**config.mk**
```make
export PLATFORM = sky130hd
export DESIGN_NAME = periph_bus
export DESIGN_NICKNAME = d
export VERILOG_FILES = /design/src/rtl/periph_bus.sv
export SDC_FILE = /design/constraint.sdc
export NUM_CORES = 1
export LEC_CHECK = 0
export CAP_MARGIN = 30
export CORE_ASPECT_RATIO = 1.75
export CORE_MARGIN = 1
export CORE_UTILIZATION = 25
export CTS_BUF_LIST = sky130_fd_sc_hd__clkbuf_4 sky130_fd_sc_hd__clkbuf_8 sky130_fd_sc_hd__clkbuf_16
export DETAILED_ROUTE_END_ITERATION = 12
export SYNTH_ARGS = -nofsm -noshare
export SYNTH_HDL_FRONTEND = slang
export SYNTH_SLANG_ARGS = --single-unit
export TNS_END_PERCENT = 10
```
**constraint.sdc**
```tcl
create_clock -name clk -period 2.38 [get_ports clk]
set_clock_uncertainty 0.05 [all_clocks]
set_input_delay 0.476 -clock clk [delete_from_list [all_inputs] [get_ports clk]]
set_output_delay 0.476 -clock clk [all_outputs]
set_load 0.01 [all_outputs]
```
**src/rtl/periph_bus.sv**
```systemverilog
// periph_bus: memory-mapped reloadable timer, LED/switch ports and 8N1 UART on the core's data bus.
// Reads are combinational from current register state; writes and all state update on the rising edge.
module periph_bus #(
  parameter int CLK_DIV = 5208
) (
  input  logic        clk,
  input  logic        reset,
  input  logic [31:0] addr,
  input  logic [31:0] wdata,
  input  logic        mem_read,
  input  logic        mem_write,
  output logic [31:0] rdata,
  output logic        irq_out,
  output logic [7:0]  led,
  input  logic [7:0]  switch_in,
  input  logic        uart_rx,
  output logic        uart_tx,
  output logic [1:0]  dbg_tx_state,
  output logic [1:0]  dbg_rx_state
);
  typedef enum logic [1:0] {
    ST_IDLE  = 2'd0,
    ST_START = 2'd1,
    ST_DATA  = 2'd2,
    ST_STOP  = 2'd3
  } uart_state_e;

  localparam logic [15:0] DIV_LAST  = 16'(CLK_DIV - 1);
  localparam logic [15:0] HALF_LAST = 16'(CLK_DIV / 2 - 1);

  // Bus handshake: mem_read/mem_write are the valid strobes of a single-cycle access and the
  // block is always ready, so there is no ready/stall signal; a strobe low means no access.
  logic       in_range;
  logic [3:0] reg_idx;
  logic       wr_th, wr_tl, wr_tcon, wr_led, wr_txd, wr_ucon, rd_rxd;
  logic       unused_addr_lsbs;

  assign in_range         = (addr[31:6] == 26'h100_0000);
  assign reg_idx          = addr[5:2];
  assign unused_addr_lsbs = ^addr[1:0];
  assign wr_th   = mem_write && in_range && (reg_idx == 4'd0);
  assign wr_tl   = mem_write && in_range && (reg_idx == 4'd1);
  assign wr_tcon = mem_write && in_range && (reg_idx == 4'd2);
  assign wr_led  = mem_write && in_range && (reg_idx == 4'd3);
  assign wr_txd  = mem_write && in_range && (reg_idx == 4'd6);
  assign wr_ucon = mem_write && in_range && (reg_idx == 4'd8);
  assign rd_rxd  = mem_read  && in_range && (reg_idx == 4'd7);

  logic [31:0] th_q, th_d, tl_q, tl_d;
  logic [2:0]  tcon_q, tcon_d;
  logic [7:0]  led_q, sw_s1_q, sw_s2_q;

  uart_state_e tx_state_q, tx_state_d;
  logic [15:0] tx_cnt_q, tx_cnt_d;
  logic [2:0]  tx_bit_q, tx_bit_d;
  logic [7:0]  tx_shift_q, tx_shift_d, txd_q, txd_d;
  logic        tx_line_q, tx_line_d;

  uart_state_e rx_state_q, rx_state_d;
  logic [15:0] rx_cnt_q, rx_cnt_d;
  logic [2:0]  rx_bit_q, rx_bit_d;
  logic [7:0]  rx_shift_q, rx_shift_d, rxd_q, rxd_d;
  logic        rx_s1_q, rx_s2_q, rx_prev_q;
  logic        rx_ready_q, rx_ready_d, rx_ovr_q, rx_ovr_d;
  logic        tx_busy;

  // A CPU write to TL or TCON suppresses that cycle's increment/reload and status update.
  always_comb begin
    th_d   = th_q;
    tl_d   = tl_q;
    tcon_d = tcon_q;
    if (tcon_q[0] && !wr_tl && !wr_tcon) begin
      if (tl_q == 32'hFFFF_FFFF) begin
        tl_d = th_q;
        if (tcon_q[1]) tcon_d[2] = 1'b1;
      end else begin
        tl_d = tl_q + 32'd1;
      end
    end
    if (wr_th)   th_d   = wdata;
    if (wr_tl)   tl_d   = wdata;
    if (wr_tcon) tcon_d = wdata[2:0];
  end

  always_comb begin
    tx_state_d = tx_state_q;
    tx_cnt_d   = tx_cnt_q;
    tx_bit_d   = tx_bit_q;
    tx_shift_d = tx_shift_q;
    tx_line_d  = tx_line_q;
    txd_d      = txd_q;
    case (tx_state_q)
      ST_IDLE: begin
        tx_line_d = 1'b1;
        if (wr_txd) begin
          txd_d      = wdata[7:0];
          tx_shift_d = wdata[7:0];
          tx_cnt_d   = '0;
          tx_bit_d   = '0;
          tx_line_d  = 1'b0;
          tx_state_d = ST_START;
        end
      end
      ST_START: begin
        if (tx_cnt_q == DIV_LAST) begin
          tx_cnt_d   = '0;
          tx_line_d  = tx_shift_q[0];
          tx_state_d = ST_DATA;
        end else begin
          tx_cnt_d = tx_cnt_q + 16'd1;
        end
      end
      ST_DATA: begin
        if (tx_cnt_q == DIV_LAST) begin
          tx_cnt_d = '0;
          if (tx_bit_q == 3'd7) begin
            tx_line_d  = 1'b1;
            tx_state_d = ST_STOP;
          end else begin
            tx_shift_d = {1'b0, tx_shift_q[7:1]};
            tx_line_d  = tx_shift_q[1];
            tx_bit_d   = tx_bit_q + 3'd1;
          end
        end else begin
          tx_cnt_d = tx_cnt_q + 16'd1;
        end
      end
      ST_STOP: begin
        if (tx_cnt_q == DIV_LAST) begin
          tx_cnt_d   = '0;
          tx_state_d = ST_IDLE;
        end else begin
          tx_cnt_d = tx_cnt_q + 16'd1;
        end
      end
      default: tx_state_d = ST_IDLE;
    endcase
  end

  // A fresh byte landing in RXD overrides a same-cycle clear of rx_ready or rx_overrun.
  always_comb begin
    rx_state_d = rx_state_q;
    rx_cnt_d   = rx_cnt_q;
    rx_bit_d   = rx_bit_q;
    rx_shift_d = rx_shift_q;
    rxd_d      = rxd_q;
    rx_ready_d = rx_ready_q;
    rx_ovr_d   = rx_ovr_q;
    if (rd_rxd) rx_ready_d = 1'b0;
    if (wr_ucon && !wdata[2]) rx_ovr_d = 1'b0;
    case (rx_state_q)
      ST_IDLE: begin
        if (rx_prev_q && !rx_s2_q) begin
          rx_cnt_d   = '0;
          rx_state_d = ST_START;
        end
      end
      ST_START: begin
        if (rx_cnt_q == HALF_LAST) begin
          rx_cnt_d   = '0;
          rx_bit_d   = '0;
          rx_state_d = rx_s2_q ? ST_IDLE : ST_DATA;
        end else begin
          rx_cnt_d = rx_cnt_q + 16'd1;
        end
      end
      ST_DATA: begin
        if (rx_cnt_q == DIV_LAST) begin
          rx_cnt_d   = '0;
          rx_shift_d = {rx_s2_q, rx_shift_q[7:1]};
          if (rx_bit_q == 3'd7) rx_state_d = ST_STOP;
          else                  rx_bit_d   = rx_bit_q + 3'd1;
        end else begin
          rx_cnt_d = rx_cnt_q + 16'd1;
        end
      end
      ST_STOP: begin
        if (rx_cnt_q == DIV_LAST) begin
          rx_cnt_d   = '0;
          rx_state_d = ST_IDLE;
          if (rx_s2_q) begin
            rxd_d      = rx_shift_q;
            rx_ready_d = 1'b1;
            if (rx_ready_q) rx_ovr_d = 1'b1;
          end
        end else begin
          rx_cnt_d = rx_cnt_q + 16'd1;
        end
      end
      default: rx_state_d = ST_IDLE;
    endcase
  end

  always_ff @(posedge clk or negedge reset) begin
    if (!reset) begin
      th_q       <= '0;
      tl_q       <= '0;
      tcon_q     <= '0;
      led_q      <= '0;
      sw_s1_q    <= '0;
      sw_s2_q    <= '0;
      tx_state_q <= ST_IDLE;
      tx_cnt_q   <= '0;
      tx_bit_q   <= '0;
      tx_shift_q <= '0;
      txd_q      <= '0;
      tx_line_q  <= 1'b1;
      rx_state_q <= ST_IDLE;
      rx_cnt_q   <= '0;
      rx_bit_q   <= '0;
      rx_shift_q <= '0;
      rxd_q      <= '0;
      rx_s1_q    <= 1'b1;
      rx_s2_q    <= 1'b1;
      rx_prev_q  <= 1'b1;
      rx_ready_q <= 1'b0;
      rx_ovr_q   <= 1'b0;
    end else begin
      th_q       <= th_d;
      tl_q       <= tl_d;
      tcon_q     <= tcon_d;
      if (wr_led) led_q <= wdata[7:0];
      sw_s1_q    <= switch_in;
      sw_s2_q    <= sw_s1_q;
      tx_state_q <= tx_state_d;
      tx_cnt_q   <= tx_cnt_d;
      tx_bit_q   <= tx_bit_d;
      tx_shift_q <= tx_shift_d;
      txd_q      <= txd_d;
      tx_line_q  <= tx_line_d;
      rx_state_q <= rx_state_d;
      rx_cnt_q   <= rx_cnt_d;
      rx_bit_q   <= rx_bit_d;
      rx_shift_q <= rx_shift_d;
      rxd_q      <= rxd_d;
      rx_s1_q    <= uart_rx;
      rx_s2_q    <= rx_s1_q;
      rx_prev_q  <= rx_s2_q;
      rx_ready_q <= rx_ready_d;
      rx_ovr_q   <= rx_ovr_d;
    end
  end

  assign tx_busy = (tx_state_q != ST_IDLE);

  always_comb begin
    rdata = '0;
    if (mem_read && in_range) begin
      case (reg_idx)
        4'd0:    rdata = th_q;
        4'd1:    rdata = tl_q;
        4'd2:    rdata = {29'd0, tcon_q};
        4'd3:    rdata = {24'd0, led_q};
        4'd4:    rdata = {24'd0, sw_s2_q};
        4'd6:    rdata = {24'd0, txd_q};
        4'd7:    rdata = {24'd0, rxd_q};
        4'd8:    rdata = {29'd0, rx_ovr_q, rx_ready_q, tx_busy};
        default: rdata = '0;
      endcase
    end
  end

  assign irq_out      = tcon_q[1] & tcon_q[2];
  assign led          = led_q;
  assign uart_tx      = tx_line_q;
  assign dbg_tx_state = tx_state_q;
  assign dbg_rx_state = rx_state_q;

endmodule

```
## After elaboration in Yosys (flattened, before gate mapping)

Cells that the tools add are included.

- Register bits: 171
- Bits of input ports: 77
- Output and inout bits: 46

- Muxes and demuxes: 55
- Add/subtract/negate cells: 5
- Reductions and logical operators: 39
- Bitwise operators: 1
- Equality and inequality tests: 32

Operators with widths:

| operator | number |
|---|---|
| $pmux 32 s8 | 1 |
| $mux 32 | 4 |
| $mux 16 | 5 |
| $pmux 16 s3 | 1 |
| $add 16x1->16 const B | 2 |
| $add 32x1->32 const B | 1 |
| $eq 16x13->1 const B | 2 |
| $eq 32x32->1 const B | 1 |
| $pmux 16 s2 | 1 |
| $eq 26x25->1 const B | 1 |
| $mux 8 | 3 |
| $ne 2x2->1 const B | 12 |
| $mux 2 | 11 |
| $mux 3 | 7 |
| $eq 16x12->1 const B | 1 |
| $mux 1 | 16 |
| $pmux 2 s4 | 2 |
| $pmux 8 s2 | 1 |
| $reduce_bool 2->1 | 7 |
| $logic_and 1x1->1 | 13 |
| $eq 4x3->1 const B | 3 |
| $pmux 3 s2 | 2 |
| $reduce_and 5->1 | 2 |
| $reduce_and 3->1 | 3 |
| other kinds (17) | 30 |

## Logic depth before layout (Yosys ltp)

- Word-level depth: 9
- Mapped depth: 8
- Gate-level depth less buffers: 7

## Worst setup path before layout

OpenSTA, ideal clock, no wires.

- Kind: input to output
- Start point: in addr[3]
- End point: out rdata[21]
- Stages on the path: 6
- Arrival time: 1.923 ns
- Data required time: 1.854 ns
- Buffers on the path: 3
- Slack: -0.069 ns
- Path through: clkbuf_1 -> nor4_1 -> clkbuf_1 -> clkbuf_1 -> a22oi_1 -> nor2_1

- Longest elaborated chain between the ends: 3
- Elaborated cells between the ends (all ways): 10
- Classes of those cells: eq/ne (7); mux (2); reduce/logical (1)

RTL lines:

| item | RTL line | RTL |
|---|---|---|
| start: declaration | 8 | `input logic [31:0] addr,` |
| $eq 4x4->1, or another cell as far along | 249 | `case (reg_idx)` |
| $pmux 32 s8 (*) | 249 |  |
| $mux 32 (*) | 248 | `if (mem_read && in_range) begin` |
| end: declaration | 12 | `output logic [31:0] rdata,` |

Every way passes the cells marked *; elsewhere a longest branch is shown, timed or not.

## Worst setup path in the final report

- Start point: in addr[19]
- End point: out rdata[28]

- Longest elaborated chain between the ends: 3

RTL lines:

| item | RTL line | RTL |
|---|---|---|
| $eq 26x25->1 | 38 | `assign in_range = (addr[31:6] == 26'h100_0000);` |
| $logic_and 1x1->1 | 248 |  |
| $mux 32 | 248 |  |

No other way between the ends.

==> results.md <==
- Remaining DRCs: 0
- Final std cells w/o fill: 1,635
- Row cnt: 93
- Overflow after GRT: 0
- Worst setup EP type: output pin
- Root buffer cell: clkbuf_16
- First-pass GRT wire length: 47.72 mm
- Post-synth EDFFs: 0
- Core ar.: 36,650 sq um
- Routability congestion estimate: 0.8590
- Die X: 147.6 um
- Peak supply drop: 0.4147 mV
- Crit-path cells: buf_2, nor4_4, nand4_4, nor2_4, nand2_4, buf_12, buf_12, buf_6, nor2_1, buf_2
- Sw Ratio: 27.43%
- Layout Nets: 1,236
- Crit-path leading delay family: simple AND/OR/NAND/NOR gates
- Die height: 256.8 um
- Clock Latency Late Sink: 460 ps
- Average instance area after synthesis: 10.26 sq um
- Final Power: 6448 uW
- Slowest stage cell, crit path: nor4_4
- Initial antenna violation count: 0
- Ys async rst share: 100.0%
- Post-DP HPWL: 22.72 mm
- Worst setup path class: input pin to output pin
- GRT Util Overall: 16.46%
- Share of cells above drive strength 1: 33.28%
- Seq/Total Area, Yosys: 46.20%
- Port Buffers: 120
- CP max stage delay: 300 ps
- Worst-Margin Slew: 648.6 ps
- Status: finished with violations
- Data arrival time of the critical path: 1950 ps
- Internal power: 4680 uW
- Max-slew headroom: 56.76%
- Hold Path Class: register to register
- Ys flop type: dfrtp_1
- Cells after Synth: 904
- Fin crit period: 2479 ps
- Sequential share of power: 47.7%
- Ys Warns: 0
- Max Fclk: 403.5 MHz
- Placed standard-cell area: 12,130 sq um
- Via Count: 8,229
- Gate power share: 9.8%
- Antenna Nets Post-Route: 0
- Setup TNS: -984.6 ps
- Diodes inserted: 0
- Cell taking the most area after synthesis: dfrtp_1
- Max-slew violations: 0
- Psw: 1769 uW
- Via count of the first global-routing pass: 8,571
- Pre-CTS WS: -1113 ps
- CTS max path bufs: 2
- Design area: 13,070 sq um
- Netlist cell types: 77
- Die ar.: 37,900 sq um
- Syn_nets: 993
- Reg clk slew, reported paths: 70 ps
- CTS sink count: 171
- Largest net degree at the start of global routing: 53
- Critical path buffer and inverter count: 5
- Via/cell ratio: 5.033
- FF+latch count, synth: 171
- Clock power share: 42.5%
- H-tree depth: 4
- Top area cells in the synthesized netlist: dfrtp_1, mux2_2, nor2_1
- Top-area cell type share of the netlist area: 45.07%
- Startpoint Class: input pin
- TritonRoute pass-1 iters: 5
- Synth top cells by count: dfrtp_1, nor2_1, nand2_1, mux2_2, o21ai_0
- Area growth from synthesis to layout: 40.90%
- Post-Place Cells: 1,589
- TritonCTS clock tree: yes
- RSZ-0062 raised after global routing: true
- Drt wl/cell: 18.65 um
- Pwr Density: 493.5 nW/um^2
- Worst setup margin: -98.61 ps
- Failing checks: negative setup slack
- Initial Util: 25.30%
- Final WL: 30.50 mm
- Tcrit/Tclk final: 104.1%
- Critical Path RT: 1850 ps
- Starting DRC count in detailed routing: 407
- Total CTS buffers: 17
- # setup viols final: 23
- Leak: 0.005663 uW
- Most frequent cell after synthesis: dfrtp_1
- Critical-path maximum fanout: 6
- Io pins: 123
- Post-Synthesis Cell Area: 9273 sq um
- Max_cap viols: 0
- Final Hold Viols: 0
==> routing by layer <==
layer / vias up / track usage (%) / part of all wire (%)
li1: 3857 / - / -
met1: 4086 / 18.07 / 38
met2: 232 / 30.58 / 55
met3: 54 / 2.989 / 4.3
met4: 0 / 6.730 / 3.1
met5: - / 0 / 0
==> state kept, by name, summed over array words and instances (netlist names), 16 cells and up, named ones only <==
signal and flops:
th_q 32, tl_q 32, rx_cnt_q 16, tx_cnt_q 16
==> cell type report <==
cell class              count  area [sq um]
flip-flops and latches    171          4285
clock buffers              17         425.4
repair buffers            276          2569
well taps                 475         594.3
inverters                  16         60.06
clock inverters            15         145.1
fillers                  3750         23590
multi-input cells         665          4986
==> repair_timing <==
item | in CTS | in global routing
pin swaps | 22 | 14
hold endpoints to repair | 36 | 0
cloned | 4 | 0
gates resized for setup | 290 | 43
endpoints found under the setup margin | 101 | 95
setup buffers | 15 | 2
hold buffers | 1 | 0
==> cells by family after synthesis <==
group	Yosys count	share of synthesized area [%]
AND/OR/NAND/NOR	316	19.03
AO/OA/AOI/OAI	229	17.56
flip-flops	171	46.20
multiplexers	80	9.823
buffers and inverters	68	3.130
XOR/XNOR	28	2.645
adder cells (fa/ha/maj)	12	1.619
==> stage by stage <==
| stage | utilization [%] | hold slack [ps] |
|---|---|---|
| after floorplan | - | 130.4 |
| after global placement | 33.09 | 288.9 |
| after detailed placement | 33.09 | 291.8 |
| after CTS | 35.28 | 305.5 |
| after global routing | 35.64 | 309.0 |
| final | 35.64 | 302.6 |
==> power by group through the flow <==
stage | clock, uW | combinational, uW | sequential, uW
floorplan | 0 | 238 | 3110
global placement | 0 | 602 | 3130
detailed placement | 0 | 615 | 3130
CTS | 2810 | 640 | 3080
global route | 2920 | 696 | 3080
finish | 2740 | 633 | 3070
==> final timing paths <==
kind | startpoint | endpoint | slack [ps] | depth (start not counted)
max | addr[19] | rdata[28] | -100 | 10
min | sw_s1_q[6] | sw_s2_q[6] | 300 | 0
max reg2reg | tl_q[1] | tl_q[21] | 30 | 6
min reg2reg | sw_s1_q[6] | sw_s2_q[6] | 300 | 0
max in group asynchronous | reset | rx_s1_q | 1070 | 3
min in group asynchronous | reset | th_q[30] | 470 | 2
==> cells in the final DEF (no fill, tap or decap), drive strengths merged, types with 12 or more instances in the layout <==
master,synthesis,layout
clkdlybuf4s50,0,56
and2,13,13
nand2,68,68
xnor2,15,15
a22oi,37,37
o21ai,56,56
mux2,64,64
nor4,15,15
inv,16,26
ha,12,12
mux2i,16,16
a221o,21,21
a31oi,15,15
clkbuf,31,20
nand4,20,20
nor2,88,88
buf,21,206
a21oi,30,30
dfrtp,167,167
and3,14,14
a211oi,14,14
nand3,28,28
nor3,22,22
xor2,13,13
Power figures use the tool's default switching activity.
